--- config.mk ---
export PLATFORM = sky130hd
export DESIGN_NAME = histo_uart_receiver
export DESIGN_NICKNAME = d
export VERILOG_FILES = /design/src/rtl/histo_uart_receiver.sv
export SDC_FILE = /design/constraint.sdc
export NUM_CORES = 1
export LEC_CHECK = 0
export ABC_CLOCK_PERIOD_IN_PS = 2800
export CORE_UTILIZATION = 58
export CTS_BUF_LIST = sky130_fd_sc_hd__clkbuf_16
export DETAILED_ROUTE_END_ITERATION = 10
export PLACE_DENSITY = 0.79
export SLEW_MARGIN = 20
export SYNTH_ARGS = -nofsm -noshare
export SYNTH_HDL_FRONTEND = slang
export SYNTH_SLANG_ARGS = --single-unit
--- constraint.sdc ---
create_clock -name clk -period 2.8 [get_ports clk]
set_input_delay 0.42 -clock clk [delete_from_list [all_inputs] [get_ports clk]]
set_output_delay 0.42 -clock clk [all_outputs]
set_load 0.05 [all_outputs]
--- src/rtl/histo_uart_receiver.sv ---
// Histogram serial link receiver: deserializes one 24-bit word per bin,
// tags it with its bin index and accumulates the frame pixel total.
module histo_uart_receiver #(
  parameter int DATA_WIDTH   = 24,
  parameter int NUM_BINS     = 1024,
  parameter int BIN_WIDTH    = 10,
  parameter int CLKS_PER_BIT = 10,
  parameter int TIMEOUT_CLKS = 4096,
  parameter int SUM_WIDTH    = 34
) (
  input  logic                  clk,
  input  logic                  rst_n,
  input  logic                  serial_in,
  output logic [DATA_WIDTH-1:0] word_data,
  output logic [BIN_WIDTH-1:0]  word_bin,
  output logic                  word_valid,
  output logic                  frame_done,
  output logic [SUM_WIDTH-1:0]  frame_sum,
  output logic                  framing_err,
  output logic                  frame_abort,
  output logic                  busy
);

  localparam int HALF = CLKS_PER_BIT / 2;
  localparam int TW   = $clog2(CLKS_PER_BIT);
  localparam int CW   = $clog2(DATA_WIDTH + 1);
  localparam int IW   = $clog2(TIMEOUT_CLKS + 1);

  typedef enum logic [2:0] {
    IDLE, START, DATA, STOP, WAIT_HIGH
  } state_t;

  state_t state_q, state_d;

  logic                  s1, rx, rx_d;
  logic [TW-1:0]         tmr_q;
  logic [CW-1:0]         bit_q;
  logic [DATA_WIDTH-1:0] shreg_q;
  logic [BIN_WIDTH-1:0]  bin_q;
  logic [SUM_WIDTH-1:0]  sum_q, sum_nx;
  logic [IW-1:0]         idle_q;

  logic start_det, bit_end, data_smp, stop_smp;
  logic last_bin, idle_run, timeout;

  assign bit_end  = tmr_q == TW'(CLKS_PER_BIT - 1);
  assign data_smp = (state_q == DATA) && bit_end;
  assign stop_smp = (state_q == STOP) && bit_end;
  assign sum_nx   = sum_q + SUM_WIDTH'(shreg_q);
  assign last_bin = bin_q == BIN_WIDTH'(NUM_BINS - 1);
  assign idle_run = (state_q == IDLE) && !start_det
                    && (bin_q != '0);
  assign timeout  = idle_run && (idle_q == IW'(TIMEOUT_CLKS - 1));
  assign busy     = state_q != IDLE;

  always_comb begin
    state_d   = state_q;
    start_det = 1'b0;
    unique case (state_q)
      IDLE: begin
        if (rx_d && !rx) begin
          state_d   = START;
          start_det = 1'b1;
        end
      end
      START: begin
        if (tmr_q == TW'(HALF - 1))
          state_d = rx ? IDLE : DATA;
      end
      DATA: begin
        if (bit_end && bit_q == CW'(DATA_WIDTH - 1))
          state_d = STOP;
      end
      STOP: begin
        if (bit_end)
          state_d = rx ? IDLE : WAIT_HIGH;
      end
      WAIT_HIGH: begin
        if (rx)
          state_d = IDLE;
      end
      default: state_d = IDLE;
    endcase
  end

  always_ff @(posedge clk) begin
    if (!rst_n) state_q <= IDLE;
    else        state_q <= state_d;
  end

  always_ff @(posedge clk) begin
    if (!rst_n) begin
      s1          <= 1'b1;
      rx          <= 1'b1;
      rx_d        <= 1'b1;
      tmr_q       <= '0;
      bit_q       <= '0;
      shreg_q     <= '0;
      bin_q       <= '0;
      sum_q       <= '0;
      idle_q      <= '0;
      word_data   <= '0;
      word_bin    <= '0;
      word_valid  <= 1'b0;
      frame_done  <= 1'b0;
      frame_sum   <= '0;
      framing_err <= 1'b0;
      frame_abort <= 1'b0;
    end else begin
      s1          <= serial_in;
      rx          <= s1;
      rx_d        <= rx;
      word_valid  <= 1'b0;
      frame_done  <= 1'b0;
      framing_err <= 1'b0;
      frame_abort <= 1'b0;

      if (state_d != state_q) tmr_q <= '0;
      else if (state_q != IDLE && state_q != WAIT_HIGH)
        tmr_q <= bit_end ? '0 : tmr_q + 1'b1;

      if (state_q == START) bit_q <= '0;
      if (data_smp) begin
        shreg_q <= {rx, shreg_q[DATA_WIDTH-1:1]};
        bit_q   <= bit_q + 1'b1;
      end

      // Good stop bit commits the word; a low stop bit discards it
      if (stop_smp) begin
        if (rx) begin
          word_valid <= 1'b1;
          word_data  <= shreg_q;
          word_bin   <= bin_q;
          if (last_bin) begin
            frame_done <= 1'b1;
            frame_sum  <= sum_nx;
            bin_q      <= '0;
            sum_q      <= '0;
          end else begin
            bin_q <= bin_q + 1'b1;
            sum_q <= sum_nx;
          end
        end else begin
          framing_err <= 1'b1;
        end
      end

      if (timeout) begin
        frame_abort <= 1'b1;
        bin_q       <= '0;
        sum_q       <= '0;
        idle_q      <= '0;
      end else if (idle_run) begin
        idle_q <= idle_q + 1'b1;
      end else begin
        idle_q <= '0;
      end
    end
  end

endmodule

Yosys cells after proc, flatten, opt, wreduce, memory -nomap -nowiden. Cells that the tools add are included.

Bits in registers: 168. Latch bits: 0. RAM bits: 0. Memory bits (read-only): 0. Bits of input ports: 3. Word-level logic and storage cells: 75. Memories kept: 0.

Add/subtract/negate cells: 5. $mul: 0. Div/mod/pow operators: 0. Magnitude comparators: 0. Eq/ne operators: 11. Shifts and indexed selects: 0. Mux-type cells: 19. Bitwise logic cells: 2. Reductions and logical operators: 21.

Operators by type and width (number): adder 34 x 24 -> 34 bit (1); 2-to-1 mux 34 bit (1); 2-to-1 mux 3 bit (6); one-hot mux 3 bit (5 select lines) (1); adder 13 x 1 -> 13 bit (second input constant) (1); equality test 13 x 12 -> 1 bit (second input constant) (1); adder 10 x 1 -> 10 bit (second input constant) (1); equality test 10 bit (second input constant) (1); 2-to-1 mux 10 bit (1); 2-to-1 mux 5 bit (2); nonzero test 10 bit (1); logical AND 1 bit (8); equality test 3 x 2 -> 1 bit (second input constant) (2); 2-to-1 mux 1 bit (6); AND reduction 3 bit (2); adder 5 x 1 -> 5 bit (second input constant) (1); equality test 5 bit (second input constant) (1); adder 4 x 1 -> 4 bit (second input constant) (1); equality test 4 x 3 -> 1 bit (second input constant) (1); equality test 4 bit (second input constant) (1); 2-to-1 mux 4 bit (1); AND reduction 2 bit (2); OR reduction 2 bit (2); equality test 3 x 1 -> 1 bit (second input constant) (1); other kinds (10) (12).

Logic depth before layout (Yosys ltp).
Depth after elaboration: 9. Depth in mapped cells: 10.

Least setup slack after synthesis. Ideal clock, no wire load.

Path kind: register to register. Start: register shreg_q[0]. End: register frame_sum[32]. Setup time: 124 ps. Arrival: 2324 ps. Slack: 352 ps. Cell stages (with the launch flop): 11. Path buffers: 0. Path through: dfxtp_1 ha_1 inv_1 fa_1 nand2b_1 a21o_1 a211oi_4 o211ai_4 a211oi_4 and4_2 nor3_1.

Cells in the longest elaborated chain, start to end: 1.

Ends and longest elaborated chain: start, declared (line 38) `logic [DATA_WIDTH-1:0] shreg_q;`; start signal, assigned (line 124) `shreg_q <= {rx, shreg_q[DATA_WIDTH-1:1]};`; adder 34 x 24 -> 34 bit (line 49) `assign sum_nx = sum_q + SUM_WIDTH'(shreg_q);`; end signal, assigned (line 136) `frame_sum <= sum_nx;`; end, declared (line 18) `output logic [SUM_WIDTH-1:0] frame_sum,`.

Every way passes these cells. A chain may end at the register's enable or synchronous reset.

Worst setup path after layout.
Start: register shreg_q[0]. End: register frame_sum[20].

Same word-level chain as after synthesis.

==> results.md <==
* Arrival @ worst endpoint at 3.10 ns
* GRT Overall Usage at 0.288
* Register area share after synthesis at 0.410
* FF+latch count, synth at 168
* Post-Place Setup Slack at 0.100 ns
* Yosys cell types at 83
* Post-synth top flop: dfxtp_1
* Worst slew margin at 0.342
* Synthesized net count at 1038
* Fill count at 1091
* Worst-path clk slew at 0.07 ns
* Crit-path max cell delay at 0.35 ns
* Pin count of the biggest net entering global routing at 87
* Design area at 9700 um2
* Tmin final at 2.72 ns
* Syn_area_per_cell at 8.15 um2
* Worst Path Class, Setup: reg -> reg
* IO Count at 76
* Most frequent cells in the layout: nand2_1, dfxtp_1, a21oi_1, clkdlybuf4s50_1, nor2_1
* Crit path max fanout at 5
* Antenna diodes at 0
* Avg WL per Cell at 16.0 um
* Max Root-Sink Buffers at 2
* Starting Density at 0.593
* Design Power at 4920 uW
* Mapped cell area at 8200 um2
* Critical path endpoint category: register
* Die width at 121 um
* # Max-Cap Violations at 0
* Congestion Overflow GR at 0
* Die area at 14600 um2
* DIE HEIGHT at 121 um
* Clock skew at 0.00861 ns
* Via count at 7382
* Ratio of cells with drive above 1 in the final layout at 0.0924
* Root Buffer: clkbuf_16
* Final Slew Violations at 0
* Clk_lat worst skew at 0.44 ns
* Placer Congestion at 0.918
* Worst Tran Pin Value at 0.988 ns
* Half-perimeter wire length after placement at 13800 um
* PwrDens at 507 nW/um2
* Remaining antenna violation count at 0
* Critical path's slowest cell: fa_2
* First-iteration detailed-routing DRC count at 536
* Final hold slack at 0.418 ns
* Core area at 13800 um2
* Fin nets at 1091
* Final WS setup at 0.0843 ns
* Initial antenna violation count at 0
* Final Hold Fails at 0
* CP most frequent cell: buf_4
* Vias in the first global route at 6781
* CTS buffer count at 17
* DRC viols at 0
* Final wirelength at 20100 um
* Std cell rows at 43
* Buffers on Ports at 75
* Area post-placement at 9040 um2
* Final setup viols at 0
* Vias/cell at 5.90
* WP data required at 3.19 ns
* CTS tree: built
* Crit share post-route at 0.970
* Pre-antenna DRT Iters at 6
* Clock sink count at 168
* Inst Count DP at 1217
* First-pass GRT wire length at 33200 um
* Ys async rst share at 0
* Worst vdd ir at 541 uV
* Worst hold path type: reg -> reg
* Ys Warns at 0
* Synthesized instance count at 1006
* H-tree lvl count at 4
* Commonest non-fill, non-tap cell in the layout: nand2_1
* Crit-path cells: ha_2, inv_1, fa_2, nand2b_4, a21o_1, a211oi_4, o211ai_4, buf_4, buf_4, and3_2, o31ai_1, and2_1
* Non-Filler Instances at 1252
* Area Growth Syn to Fin at 18.2%
* Lkg Pwr at 0.00344 uW
* Max Clock Freq at 368 MHz
* Post-synth EDFFs at 0
* Status: completed
* Startpoint types: register
cell families (layout without fill, tap and decap cells):
group,count (synthesis),after routing,synth area share
buffers and inverters,80,146,0.0452
XOR/XNOR,30,30,0.0320
multiplexers,4,4,0.00488
AO/OA/AOI/OAI,274,274,0.221
adder cells (fa/ha/maj),29,29,0.0452
AND/OR/NAND/NOR,421,421,0.241
flip-flops,168,168,0.410
cells in the mapped netlist (5+ instances only):
library cell | count | area share
xor2_1 | 15 | 0.016
a211oi_1 | 9 | 0.0082
buf_2 | 19 | 0.012
or3_1 | 17 | 0.013
clkbuf_1 | 35 | 0.016
and3_1 | 7 | 0.0053
nand2b_1 | 11 | 0.0084
o21a_1 | 9 | 0.0082
nand3b_1 | 8 | 0.0073
inv_1 | 17 | 0.0078
nor2_1 | 63 | 0.029
ha_1 | 28 | 0.043
o211ai_1 | 6 | 0.0055
nand2_1 | 203 | 0.093
o21ai_0 | 26 | 0.016
nand4_1 | 14 | 0.011
nor2b_1 | 6 | 0.0046
a22o_1 | 5 | 0.0053
xnor2_1 | 15 | 0.016
a21o_1 | 16 | 0.015
o31ai_1 | 7 | 0.0064
nor3_1 | 18 | 0.011
a21oi_1 | 134 | 0.082
dfxtp_1 | 168 | 0.41
nand3_1 | 38 | 0.023
a31oi_1 | 6 | 0.0046
power by group:
| group | total, uW | internal, uW | switching, uW |
|---|---|---|---|
| sequential | 2400 | 2390 | 4.67 |
| combinational | 73.9 | 20.5 | 53.5 |
| clock | 2440 | 1420 | 1020 |
| total | 4920 | 3830 | 1080 |
flip-flops by register name, indices dropped and copies added (netlist names):
register	flops
frame_sum	34
word_data	24
word_bin	10
tmr_q	4
idle_q	13
s1	1
frame_abort	1
shreg_q	24
word_valid	1
bin_q	10
state_q	3
framing_err	1
sum_q	34
rx	1
rx_d	1
bit_q	5
frame_done	1
final cells by class:
| type | instances | area [um2] | share of cell area |
|---|---|---|---|
| Clock buffer | 17 | 425 | 0.0439 |
| Multi-Input combinational cell | 758 | 4490 | 0.463 |
| Timing Repair Buffer | 96 | 933 | 0.0963 |
| Clock inverter | 15 | 189 | 0.0195 |
| Sequential cell | 168 | 3370 | 0.347 |
| Inverter | 18 | 67.6 | 0.00697 |
| Tap cell | 180 | 225 | 0.0232 |
through the flow:
step           TNS [ns]   util
3_3_place_gp          0  0.654
5_1_grt         -0.0101  0.701
2_1_floorplan         0      -
6_report              0  0.701
4_1_cts               0  0.698
3_5_place_dp          0  0.654
what timing repair did:
action / in CTS / in global routing
buffers inserted: 0 / 3
gates resized for setup: 0 / 6
endpoints found under the hold margin: 0 / 0
hold buffers: 0 / 0
setup endpoints to repair: 0 / 5
worst max-delay path, delay by kind of cell, from the launching register on:
kind,cells,cell delay (ns)
fa+ha+maj,2,0.53
compound gates,4,0.93
buf+inv,3,0.36
simple gates,3,0.48
flops,1,0.34
path summary, 6_finish.rpt:
kind | startpoint | to | slack (ns) | depth (start not counted)
worst min register to register | s1$_SDFF_PN1_ | rx$_SDFF_PN1_ | 0.42 | 1
worst max-delay path | shreg_q[0]$_SDFFE_PN0P_ | frame_sum[20]$_SDFFE_PN0P_ | 0.08 | 12
worst max register to register | shreg_q[0]$_SDFFE_PN0P_ | frame_sum[20]$_SDFFE_PN0P_ | 0.08 | 12
worst min-delay path | s1$_SDFF_PN1_ | rx$_SDFF_PN1_ | 0.42 | 1
routing by layer:
| metal | global-route usage | share of wire |
|---|---|---|
| met1 | 0.390 | 0.46 |
| met2 | 0.444 | 0.46 |
| met3 | 0.0724 | 0.066 |
| met4 | 0.101 | 0.019 |
| met5 | 0 | 0 |
(Power assumes the default switching activity.)
